File: src/rtl/imul_pkg.sv
// imul_pkg: shared widths and sequencer state encoding for the chunked 32x32 multiply front end
//   CHUNK_W  - bits of operand A fed to the 8x32 multiplier per operation
//   NCHUNK   - number of A chunks (A width = CHUNK_W*NCHUNK)
//   B_W      - operand B width, equal to the multiplier B width
//   P_PART_W - width of one multiplier partial product
//   P_W      - width of the full product
package imul_pkg;
  localparam int CHUNK_W = 8;
  localparam int NCHUNK = 4;
  localparam int B_W = 32;
  localparam int P_PART_W = CHUNK_W + B_W;
  localparam int P_W = CHUNK_W * NCHUNK + B_W;
  typedef enum logic [1:0] {IDLE, ISSUE, WAIT, RESP} state_t;
endpackage

File: src/rtl/imul_partial_acc.sv
// imul_partial_acc: product accumulator adding each partial product at its chunk position
//   clk, reset - clock and asynchronous active-low reset
//   clr        - zero the accumulator (new request)
//   en         - add part << CHUNK_W*idx into the accumulator
//   idx, part  - chunk index and partial product of the committing operation
//   sum        - accumulator value including the current partial product
module imul_partial_acc
  import imul_pkg::*;
#(
  parameter int PART_W = P_PART_W,
  parameter int ACC_W = P_W,
  parameter int IDX_W = 2
) (
  input  logic              clk,
  input  logic              reset,
  input  logic              clr,
  input  logic              en,
  input  logic [IDX_W-1:0]  idx,
  input  logic [PART_W-1:0] part,
  output logic [ACC_W-1:0]  sum
);
  logic [ACC_W-1:0] acc;
  // the shifted partial product always fits: A*B never exceeds ACC_W bits
  assign sum = acc + (ACC_W'(part) << (CHUNK_W * idx));
  always_ff @(posedge clk or negedge reset)
    if (!reset) acc <= '0;
    else if (clr) acc <= '0;
    else if (en) acc <= sum;
endmodule

File: src/rtl/imul_op_sequencer.sv
// imul_op_sequencer: splits a 32x32 multiply into 8x32 multiplier operations and shift-accumulates the result
//   clk, reset                      - clock and asynchronous active-low reset
//   req_val/req_rdy, req_a, req_b   - multiply request
//   resp_val/resp_rdy, resp_p       - product response, held until consumed
//   mul_a, mul_b, mul_val_op        - operands and start pulse to the iterative multiplier
//   mul_p, mul_commit               - multiplier partial product and its completion pulse
module imul_op_sequencer
  import imul_pkg::*;
#(
  parameter int NCHUNK = imul_pkg::NCHUNK,
  parameter int B_W = imul_pkg::B_W,
  parameter bit SKIP_ZERO = 1'b1
) (
  input  logic                         clk,
  input  logic                         reset,
  input  logic                         req_val,
  output logic                         req_rdy,
  input  logic [CHUNK_W*NCHUNK-1:0]    req_a,
  input  logic [B_W-1:0]               req_b,
  output logic                         resp_val,
  input  logic                         resp_rdy,
  output logic [CHUNK_W*NCHUNK+B_W-1:0] resp_p,
  output logic [CHUNK_W-1:0]           mul_a,
  output logic [B_W-1:0]               mul_b,
  output logic                         mul_val_op,
  input  logic [CHUNK_W+B_W-1:0]       mul_p,
  input  logic                         mul_commit
);
  localparam int A_W = CHUNK_W * NCHUNK;
  localparam int IDX_W = (NCHUNK > 1) ? $clog2(NCHUNK) : 1;
  localparam int PART_W = CHUNK_W + B_W;
  localparam int ACC_W = A_W + B_W;

  state_t state;
  logic [A_W-1:0] cap_a;
  logic [IDX_W-1:0] idx;
  logic [IDX_W:0] first, nxt;
  logic [ACC_W-1:0] sum;
  logic clr, en;

  function automatic logic [CHUNK_W-1:0] chunk(input logic [A_W-1:0] a, input logic [IDX_W-1:0] i);
    return a[CHUNK_W * i +: CHUNK_W];
  endfunction

  // {found, index} of the lowest chunk at or above start that must be issued
  function automatic logic [IDX_W:0] pick(input logic [A_W-1:0] a, input int start);
    logic [IDX_W:0] r;
    r = '0;
    for (int i = NCHUNK - 1; i >= 0; i--)
      if (i >= start && (SKIP_ZERO == 1'b0 || a[CHUNK_W * i +: CHUNK_W] != '0)) r = {1'b1, IDX_W'(i)};
    return r;
  endfunction

  assign req_rdy = state == IDLE;
  assign clr = req_rdy && req_val;
  assign en = state == WAIT && mul_commit;
  assign first = pick(req_a, 0);
  assign nxt = pick(cap_a, int'(idx) + 1);

  imul_partial_acc #(
    .PART_W(PART_W),
    .ACC_W (ACC_W),
    .IDX_W (IDX_W)
  ) u_acc (
    .clk  (clk),
    .reset(reset),
    .clr  (clr),
    .en   (en),
    .idx  (idx),
    .part (mul_p),
    .sum  (sum)
  );

  always_ff @(posedge clk or negedge reset)
    if (!reset) begin
      state      <= IDLE;
      cap_a      <= '0;
      idx        <= '0;
      mul_a      <= '0;
      mul_b      <= '0;
      mul_val_op <= 1'b0;
      resp_val   <= 1'b0;
      resp_p     <= '0;
    end else begin
      case (state)
        IDLE:
          if (req_val) begin
            cap_a <= req_a;
            mul_b <= req_b;
            if (first[IDX_W]) begin
              idx        <= first[IDX_W-1:0];
              mul_a      <= chunk(req_a, first[IDX_W-1:0]);
              mul_val_op <= 1'b1;
              state      <= ISSUE;
            end else begin
              resp_p   <= '0;
              resp_val <= 1'b1;
              state    <= RESP;
            end
          end
        ISSUE: begin
          mul_val_op <= 1'b0;
          state      <= WAIT;
        end
        WAIT:
          if (mul_commit) begin
            if (nxt[IDX_W]) begin
              idx        <= nxt[IDX_W-1:0];
              mul_a      <= chunk(cap_a, nxt[IDX_W-1:0]);
              mul_val_op <= 1'b1;
              state      <= ISSUE;
            end else begin
              resp_p   <= sum;
              resp_val <= 1'b1;
              state    <= RESP;
            end
          end
        RESP:
          if (resp_rdy) begin
            resp_val <= 1'b0;
            state    <= IDLE;
          end
        default: state <= IDLE;
      endcase
    end
endmodule

File: config.mk
export PLATFORM = sky130hd
export DESIGN_NAME = imul_op_sequencer
export DESIGN_NICKNAME = d
export VERILOG_FILES = /design/src/rtl/imul_pkg.sv /design/src/rtl/imul_partial_acc.sv /design/src/rtl/imul_op_sequencer.sv
export SDC_FILE = /design/constraint.sdc
export NUM_CORES = 1
export LEC_CHECK = 0
export CAP_MARGIN = 20
export CORE_MARGIN = 3
export CORE_UTILIZATION = 45
export DETAILED_ROUTE_END_ITERATION = 8
export PLACE_DENSITY = 0.69
export SYNTH_ARGS = -nofsm -noshare
export SYNTH_HDL_FRONTEND = slang
export SYNTH_SLANG_ARGS = --single-unit
File: constraint.sdc
create_clock -name clk -period 6.6 [get_ports clk]
set_clock_uncertainty 0.1 [all_clocks]
set_input_delay 1.32 -clock clk [delete_from_list [all_inputs] [get_ports clk]]
set_output_delay 1.32 -clock clk [all_outputs]
set_load 0.05 [all_outputs]
Word-level counts from Yosys, hierarchy flattened
Index checks and enable logic that the tools add are counted. Widths: inputs -> output; s select.

Mux-type cells: 42. Add/subtract/negate cells: 2. Shift operators: 3. Reduce and logical (&&, ||, !) cells: 25. Eq/ne operators: 10. Magnitude comparators: 4.

Operator list (number): $mux 64 (6); $pmux 64 s2 (1); $add 64x64->64 (1); $reduce_bool 8->1 (8); $shiftx 32x6->8 (2); $shl 40x5->64 (1); $mux 8 (4); $mux 3 (8); $mux 2 (9); $pmux 8 s2 (1); $reduce_and 5->1 (3); $ne 2x2->1 const B (7); $mux 1 (9); $pmux 2 s4 (1); $ge 1x3->1 const A (2); $ge 2x3->1 const A (2); $logic_and 1x1->1 (6); $pmux 1 s3 (2); $reduce_and 6->1 (1); $reduce_bool 3->1 (2); $eq 2x2->1 const B (2); $pmux 2 s2 (1); $reduce_bool 2->1 (2); $add 2x1->3 const B (1); 4 further kinds (4).

Bits in registers: 206. Logic and storage cells: 95. Output and inout bits: 107. Bits of input ports: 109.

Longest topological paths before layout
Gate-level depths: netlist of the first run.

Word-level depth: 11. Depth in mapped cells: 18. Depth with buffers taken out: 16.

Modules after synthesis
A second synthesis of the first run with hierarchy kept.

Cell total of the unflattened synthesis: 1511. Area total of the unflattened synthesis: 13734.4 um^2.

By module, submodules not included: imul_partial_acc (area each 7339.5 um^2, seq. area each 1601.5 um^2, cells each 919, instances 1); imul_op_sequencer (area each 6394.9 um^2, seq. area each 3553.4 um^2, cells each 592, instances 1).

Least setup slack after synthesis of the first run
Ideal clock, no wire load.

Path type: flip-flop to flip-flop. Start: reg idx[1]. End: reg u_acc.acc[61]. Stages on the path, launching flop included: 16. Data arrival time: 4.153 ns. Setup time: 0.076 ns. Buffers on the path: 4. Path slack: 2.271 ns. Period minus slack after synthesis: 4.329 ns. Data required time: 6.424 ns. Cell sequence: dfrtp_1 > clkbuf_1 > clkbuf_1 > buf_1 > mux2i_1 > a21oi_1 > ha_1 > clkbuf_1 > nand4_1 > or4_1 > o32a_1 > a31oi_4 > a21oi_2 > or4_1 > o2111a_1 > o21ai_2.

Longest elaborated chain between the ends: 4.

RTL lines: from (decl) (RTL line imul_op_sequencer.sv:36) `logic [IDX_W-1:0] idx;`; from (signal assigned) (RTL line imul_op_sequencer.sv:91) `idx <= first[IDX_W-1:0];`; from (signal assigned) (RTL line imul_op_sequencer.sv:108) `idx <= nxt[IDX_W-1:0];`; $shl 40x5->64 (RTL line imul_partial_acc.sv:24) `assign sum = acc + (ACC_W'(part) << (CHUNK_W * idx));`; $add 64x64->64 (RTL line imul_partial_acc.sv:24); $mux 64 (RTL line imul_partial_acc.sv:28) `else if (en) acc <= sum;`; $mux 64 (RTL line imul_partial_acc.sv:27) `else if (clr) acc <= '0;`; to (signal assigned) (RTL line imul_partial_acc.sv:28); to (decl) (RTL line imul_partial_acc.sv:22) `logic [ACC_W-1:0] acc;`.

No other way between the ends. The select of a mux whose other input is x is not followed. A chain may end at the register's enable or synchronous reset.

Worst setup path in the final report of the first run
Start: in mul_p[0]. End: reg resp_p[48].

Longest elaborated chain between the ends: 5.

RTL lines: from (decl) (RTL line imul_op_sequencer.sv:26) `input logic [CHUNK_W+B_W-1:0] mul_p,`; $shl 40x5->64 (RTL line imul_partial_acc.sv:24); $add 64x64->64 (RTL line imul_partial_acc.sv:24); $mux 64 (RTL line imul_op_sequencer.sv:107) `if (nxt[IDX_W]) begin`; $mux 64 (RTL line imul_op_sequencer.sv:106) `if (mul_commit) begin`; $pmux 64 s2 (RTL line imul_op_sequencer.sv:85) `case (state)`; to (signal assigned) (RTL line imul_op_sequencer.sv:113) `resp_p <= sum;`; to (decl) (RTL line imul_op_sequencer.sv:22) `output logic [CHUNK_W*NCHUNK+B_W-1:0] resp_p,`.

No other way between the ends. The select of a mux whose other input is x is not followed.

==> results of run 1 <==
==> power by group through the flow <==
stage                     sequential [mW]  clock [mW]  combinational, mW
after global placement               1.99           0               4.08
after global routing                 2.05        1.57               4.50
after detailed placement             2.00           0               4.11
after CTS                            1.99        1.52               4.14
after floorplan                      2.50           0               2.41
final                                1.99        1.48               4.17
==> critical path, cell delays in order <==
cell             delay (ns)
clkdlybuf4s50_1        0.49
and2_1                 0.13
ha_1                   0.19
inv_1                  0.07
fa_1                   0.40
nand2b_1               0.18
a21oi_1                0.27
o21ai_0                0.22
a21oi_1                0.45
a22o_1                 0.28
a21oi_1                0.15
o41ai_1                0.48
a21oi_1                0.17
o21ai_0                0.21
xor2_1                 0.24
a22o_1                 0.16
==> layout by cell type (no fill, tap or decap), types with 10 or more instances in the layout <==
master / n
nor3_1: 12
nand2_1: 122
ha_1: 63
buf_4: 13
xnor2_1: 31
mux2i_1: 48
nand3_1: 12
and3_1: 14
o21bai_1: 13
dfrtp_1: 204
clkdlybuf4s50_1: 214
a22o_1: 109
a31oi_1: 10
a21o_1: 44
a21oi_1: 113
nand4_1: 16
clkbuf_16: 24
nor2_1: 56
mux2_2: 75
a211oi_1: 19
inv_1: 19
nor4_1: 10
and2_1: 14
nor2b_1: 17
o21ai_0: 88
xor2_1: 28
==> through the flow <==
| stage | area (um2) | setup slack (ns) | std cells |
|---|---|---|---|
| floorplan | 12700 | 2.27 | 1305 |
| global placement | 15200 | 1.23 | 1827 |
| detailed placement | 15200 | 1.13 | 1828 |
| CTS | 16100 | 1.67 | 1872 |
| global route | 16100 | 1.32 | 1874 |
| finish | 16100 | 1.55 | 1874 |
==> logic make-up after synthesis <==
group	share of synthesized area (%)
multiplexers	10.4
buffers and inverters	2.86
AND/OR/NAND/NOR	11.5
XOR/XNOR	4.06
adder cells (fa/ha/maj)	6.35
flip-flops	40.5
AO/OA/AOI/OAI	24.3
==> routing by layer <==
metal | vias to the layer above | track usage [%]
li1 | 5206 | -
met1 | 5424 | 35.5
met2 | 394 | 41.3
met3 | 65 | 4.63
met4 | 0 | 5.66
met5 | - | 0
==> state kept, by name, indices dropped and copies added (netlist names) <==
name / count
resp_val: 1
mul_val_op: 1
resp_p: 64
state: 2
mul_b: 32
cap_a: 32
u_acc.acc: 64
idx: 2
mul_a: 8
==> area by class of cell <==
| cell class | count | area (um2) |
|---|---|---|
| clock inverters | 15 | 234 |
| repair buffers | 229 | 2270 |
| flip-flops and latches | 206 | 5160 |
| clock buffers | 29 | 659 |
| multi-input cells | 1002 | 7240 |
| fillers | 2402 | 11300 |
| inverters | 20 | 75.1 |
| well taps | 372 | 465 |
| diodes | 1 | 2.50 |
==> worst max path at each step <==
stage	cells past startpoint	slack [ns]	from	end
3_5_place_dp	17	1.13	mul_p[0]	u_acc.acc[58]$_DFFE_PN0P_
2_1_floorplan	15	2.27	idx[1]$_DFFE_PN0P_	u_acc.acc[61]$_DFFE_PN0P_
5_1_grt	16	1.32	idx[0]$_DFFE_PN0P_	resp_p[48]$_DFFE_PN0P_
4_1_cts	17	1.67	mul_p[0]	u_acc.acc[58]$_DFFE_PN0P_
6_report	16	1.55	mul_p[0]	resp_p[48]$_DFFE_PN0P_
3_3_place_gp	16	1.23	mul_p[0]	resp_p[48]$_DFFE_PN0P_
==> summary.md, run 1 <==
| Metric | Value |
|---|---|
| Status | finished, final reports clean |
| Root Driver | clkbuf_16 |
| Area of the mapped netlist | 12700 um2 |
| Longest Clk Path Bufs | 3 |
| Largest area contributor in the netlist | dfrtp_1 |
| R2R Setup Slk | 1.60 ns |
| R2R Path End | resp_p[48]$_DFFE_PN0P_ |
| Total CTS buffers | 24 |
| Setup Fix Bufs, Post-CTS | 0 |
| Pins Over Slew Limit | 0 |
| Die area | approximately 30000 um2 |
| Logic gate share of total power | between 50% and 60% |
| Flops & latches, synth | 206 |
| Vias per cell | 5.92 |
| Final WL | 39300 um |
| Fin util | approximately three fifths |
| Pint | approximately 4.2 mW |
| Routed len/inst | approximately 21 um |
| Post-DP HPWL | 29300 um |
| Ports | ~220 |
| Post-DRT Antenna Nets | 0 |
| Die span in x | approximately 170 um |
| Crit end category | flop |
| Initial antenna violation count | 1 |
| Met1 WL | around 18000 um |
| # rows | 60 |
| Setup CP Type | in2reg |
| Top cells by area, synth | dfrtp_1 40%, a22o_1 7.5%, mux2_2 6.6%, ha_1 6.2%, a21oi_1 4.4% |
| Clock Pin Slew Worst Setup and Hold Paths | about 0.060 ns |
| Maxcap violations | 0 |
| Final Hold Fails | 0 |
| Top-area cell type share of the netlist area | between 40% and 50% |
| Finish-stage setup viols | 0 |
| Met2 wire length | 18200 um |
| Hold slack | a little under 0.4 ns |
| Clock power share | between 10% and 20% |
| Initial DRC Count | 827 |
| Min cycle time layout | between 5 and 6 ns |
| CP max FO | 4 |
| WP data required | 6.97 ns |
| Pleak | 7.12 nW |
| GP Congestion | 0.987 |
| Post-CTS sizing | 0 |
| Area growth from synthesis to layout | 26.4% |
| Hold path startpoint | mul_a[7]$_DFFE_PN0P_ |
| Vias | about 11000 |
| Data arrival time of the critical path | between 5 and 6 ns |
| Die height | around 170 um |
| Sequential share of the synthesized area | about two fifths |
| Synth cell types | 66 |
| Most frequent cell after synthesis | dfrtp_1 |
| TNS Setup | 0 ns |
| Commonest cells in the netlist | 206 x dfrtp_1, 123 x nand2_1, 113 x a21oi_1 |
| Reg2Reg Depth | 16 |
| Htree depth | 1 |
| CTS sink count | 206 |
| Number of stages on the worst hold path | 2 |
| Asr flop ratio synth | 100% |
| WL met3 | around 2600 um |
| Fin crit share | roughly 77% |
| Latest clock arrival within the worst-skew pair | about 0.54 ns |
| GRT Total Usage | between 20% and 30% |
| EDFF count, synth | 0 |
| First-pass GRT wire length | 62800 um |
| Initial core utilization | 46.5% |
| Sw Ratio | 45.2% |
| Mean Syn Cell Area | around 9.8 um2 |
| Critical R2R Launch | idx[0]$_DFFE_PN0P_ |
| CTS tree | built |
| CORE AREA | approximately 27000 um2 |
| Largest net degree at the start of global routing | approximately 140 |
| Top sig layer | met4 |
| Hold EP | mul_a[7]$_DFFE_PN0P_ |
| Least-Margin Pin Slew | 0.872 ns |
| Sw Pwr | roughly 3.5 mW |
| RSZ-0062 raised after global routing | no |
| Fraction of layout cells with a size suffix above 1 | 10.9% |
| Vias in the first global route | ~11000 |
| Synth Instances | 1305 |
| Peak VDD IR | about 0.37 mV |
| Ys flop type | dfrtp_1 |
| Synth warnings | 0 |
| Layout net count | approximately 1700 |
| Grt ovf | 0 |
| Share of power burned in registers | 26.0% |
| # hold bufs at CTS | 0 |
| Power Density | between 400 and 500 nW/um2 |
| Port bufs | around 220 |
| Fmax | approximately 200 MHz |
| Drt first pass iters | 5 |
| # DRC | 0 |
| Synth Net Count | ~1500 |
| HP Class | reg2reg |
| Pwr Total | roughly 7.6 mW |
| CP Launch Type | input pin |
| Rel. slew slack | between 40% and 50% |
(Power assumes the default switching activity.)
==> run 2: changes to the inputs <==
--- a/config.mk
+++ b/config.mk
@@ -9,7 +9,7 @@
 export CORE_MARGIN = 3
 export CORE_UTILIZATION = 45
 export DETAILED_ROUTE_END_ITERATION = 8
-export PLACE_DENSITY = 0.69
+export PLACE_DENSITY = 0.72
 export SYNTH_ARGS = -nofsm -noshare
 export SYNTH_HDL_FRONTEND = slang
 export SYNTH_SLANG_ARGS = --single-unit
==> constraint.sdc (replaced) <==
create_clock -name clk -period 4.35 [get_ports clk]
set_clock_uncertainty 0.1 [all_clocks]
set_input_delay 0.87 -clock clk [delete_from_list [all_inputs] [get_ports clk]]
set_output_delay 0.87 -clock clk [all_outputs]
set_load 0.05 [all_outputs]
==> summary.md, run 2 (synthesized netlist as in run 1, its figures left out) <==
| Metric | Value |
|---|---|
| Status | finished, final reports clean |
| FILL cells | around 2300 |
| Post-DP HPWL | 31000 um |
| RSZ-0062 raised after global routing | no |
| Pwr Total | 12.4 mW |
| Vias per cell | between 5 and 6 |
| Fmax | 239 MHz |
| GP Congestion | 0.966 |
| Ports | around 220 |
| N_diodes | 0 |
| Initial DRC Count | slightly below 900 |
| Commonest cells after routing, fill and taps aside | 214 x clkdlybuf4s50_1, 204 x dfrtp_1, 199 x buf_4, 122 x nand2_1, 113 x a21oi_1 |
| Die area | slightly above 30000 um2 |
| Area occupied by multi-input gates | 7260 um2 |
| CORE AREA | about 27000 um2 |
| Vias | 11800 |
| GR Util met1 | a little over a third |
| Final WL | about 40000 um |
| Power Density | approximately 710 nW/um2 |
| Port bufs | about 220 |
| Fin crit share | about 96% |
| Finish-stage setup viols | 0 |
| Root Driver | clkbuf_16 |
| Htree depth | 1 |
| Rel. slew slack | about two fifths |
| Hold slack | ~0.35 ns |
| First-pass GRT wire length | roughly 65000 um |
| CP max FO | 4 |
| Busiest grt layer | met2 |
| Regs by FF count | resp_p x64, u_acc.acc x64 |
| Die height | 174 um |
| Area growth from synthesis to layout | 37.3% |
| Reg2Reg Depth | 17 |
| Maxcap violations | 0 |
| Vias in the first global route | approximately 12000 |
| Data arrival time of the critical path | about 4.5 ns |
| Total CTS buffers | 24 |
| Longest Clk Path Bufs | 3 |
| Fraction of layout cells with a size suffix above 1 | 20.6% |
| Crit end category | flop |
| Setup Fix Bufs, Post-CTS | 0 |
| Drt first pass iters | 5 |
| Largest net degree at the start of global routing | around 110 |
| Commonest non-fill, non-tap cell in the layout | clkdlybuf4s50_1 |
| CP Launch Type | input pin |
| Min cycle time layout | 4.18 ns |
| Grt ovf | 0 |
| Least-Margin Pin Slew | roughly 0.87 ns |
| Pins Over Slew Limit | 0 |
| # DRC | 0 |
| Initial antenna violation count | 0 |
| WP data required | 4.67 ns |
| Peak VDD IR | 0.490 mV |
| Latest clock arrival within the worst-skew pair | approximately 0.55 ns |
| HP Class | in2async |
| CTS sink count | roughly 210 |
| Met3 Usage GRT | just over 5% |
| # rows | 60 |
| Pleak | between 7 and 8 nW |
| Met2 usage | 42.5% |
| Setup CP Type | in2reg |
| CTS tree | built |
| GRT Total Usage | 26.2% |
| Routed len/inst | ~20 um |
| Layout net count | 1843 |
| Initial core utilization | a little under half |
| Area occupied by registers | a little over 5000 um2 |
| Final Hold Fails | 0 |
| Post-DRT Antenna Nets | 0 |
| # hold bufs at CTS | 0 |
| Die span in x | around 170 um |
| Clock Pin Slew Worst Setup and Hold Paths | ~0.06 ns |
[run 2: cell count changes in the layout (fill, tap and decap cells not counted), moves of 2 or more]
cell and delta:
inv_6 -2, clkbuf_8 -3, clkbuf_1 +6, clkinv_4 -2, buf_4 +186
[run 2: critical path, cell delays in order]
cell and delay [ns]:
clkdlybuf4s50_1 0.54, mux2_2 0.36, nor2_1 0.10, a21oi_1 0.08
ha_1 0.32, nand4_1 0.17, nor3_1 0.22, nor4bb_2 0.31
buf_4 0.18, nand2_1 0.07, o31ai_4 0.31, a21oi_1 0.11
buf_4 0.15, a211o_1 0.28, nand2_1 0.09, xnor2_1 0.10
a22o_1 0.24
[run 2: what timing repair did]
action                                  CTS  global route
gates resized for setup                   0             5
endpoints found under the hold margin     0             0
endpoints found under the setup margin    0             8
[run 2: final cells by class]
cell class	count	share of cell area (%)
repair buffers	416	21.1
well taps	372	2.66
clock inverters	12	1.12
clock buffers	32	3.66
inverters	20	0.429
flip-flops and latches	206	29.5
multi-input cells	1002	41.5
[run 2: routing by layer]
metal	vias up	routed length [um]
met5	-	0
met4	0	1570
met3	92	2670
met2	445	18600
met1	5694	17900
li1	5581	-
[run 2: final timing paths]
check / startpoint / endpoint / slack [ns]
worst min register to register: mul_a[5]$_DFFE_PN0P_ / mul_a[5]$_DFFE_PN0P_ / 0.39
worst min-delay path: reset / resp_p[53]$_DFFE_PN0P_ / 0.35
worst max-delay path: mul_p[38] / u_acc.acc[58]$_DFFE_PN0P_ / 0.17
min in group clk: mul_a[5]$_DFFE_PN0P_ / mul_a[5]$_DFFE_PN0P_ / 0.39
worst max register to register: idx[1]$_DFFE_PN0P_ / u_acc.acc[58]$_DFFE_PN0P_ / 0.25
max in group asynchronous: reset / resp_p[24]$_DFFE_PN0P_ / 2.91
[run 2: report_power, final]
part	internal (mW)	switching (mW)
clock network	1.28	0.842
logic	3.17	4.14
registers	2.56	0.443
total	7.02	5.43
[run 2: metrics by stage]
| step | cells | setup TNS, ns | worst slack, ns | area, um2 | utilization (%) |
|---|---|---|---|---|---|
| 2_1_floorplan | 1305 | 0 | 0.0210 | 12700 | - |
| 6_report | 2060 | 0 | 0.168 | 17500 | 63.8 |
| 3_5_place_dp | 2016 | -7.74 | -0.358 | 16600 | 60.7 |
| 5_1_grt | 2060 | 0 | 0.00390 | 17500 | 63.8 |
| 4_1_cts | 2060 | 0 | 0.162 | 17500 | 63.7 |
| 3_3_place_gp | 2016 | -8.44 | -0.363 | 16600 | 60.7 |
==> run 3: changes to the inputs <==
--- a/config.mk
+++ b/config.mk
@@ -5,7 +5,6 @@
 export SDC_FILE = /design/constraint.sdc
 export NUM_CORES = 1
 export LEC_CHECK = 0
-export CAP_MARGIN = 20
 export CORE_MARGIN = 3
 export CORE_UTILIZATION = 45
 export DETAILED_ROUTE_END_ITERATION = 8
==> results of run 3 <==
No change in the layout: final DEF, timing and power equal those of run 2.
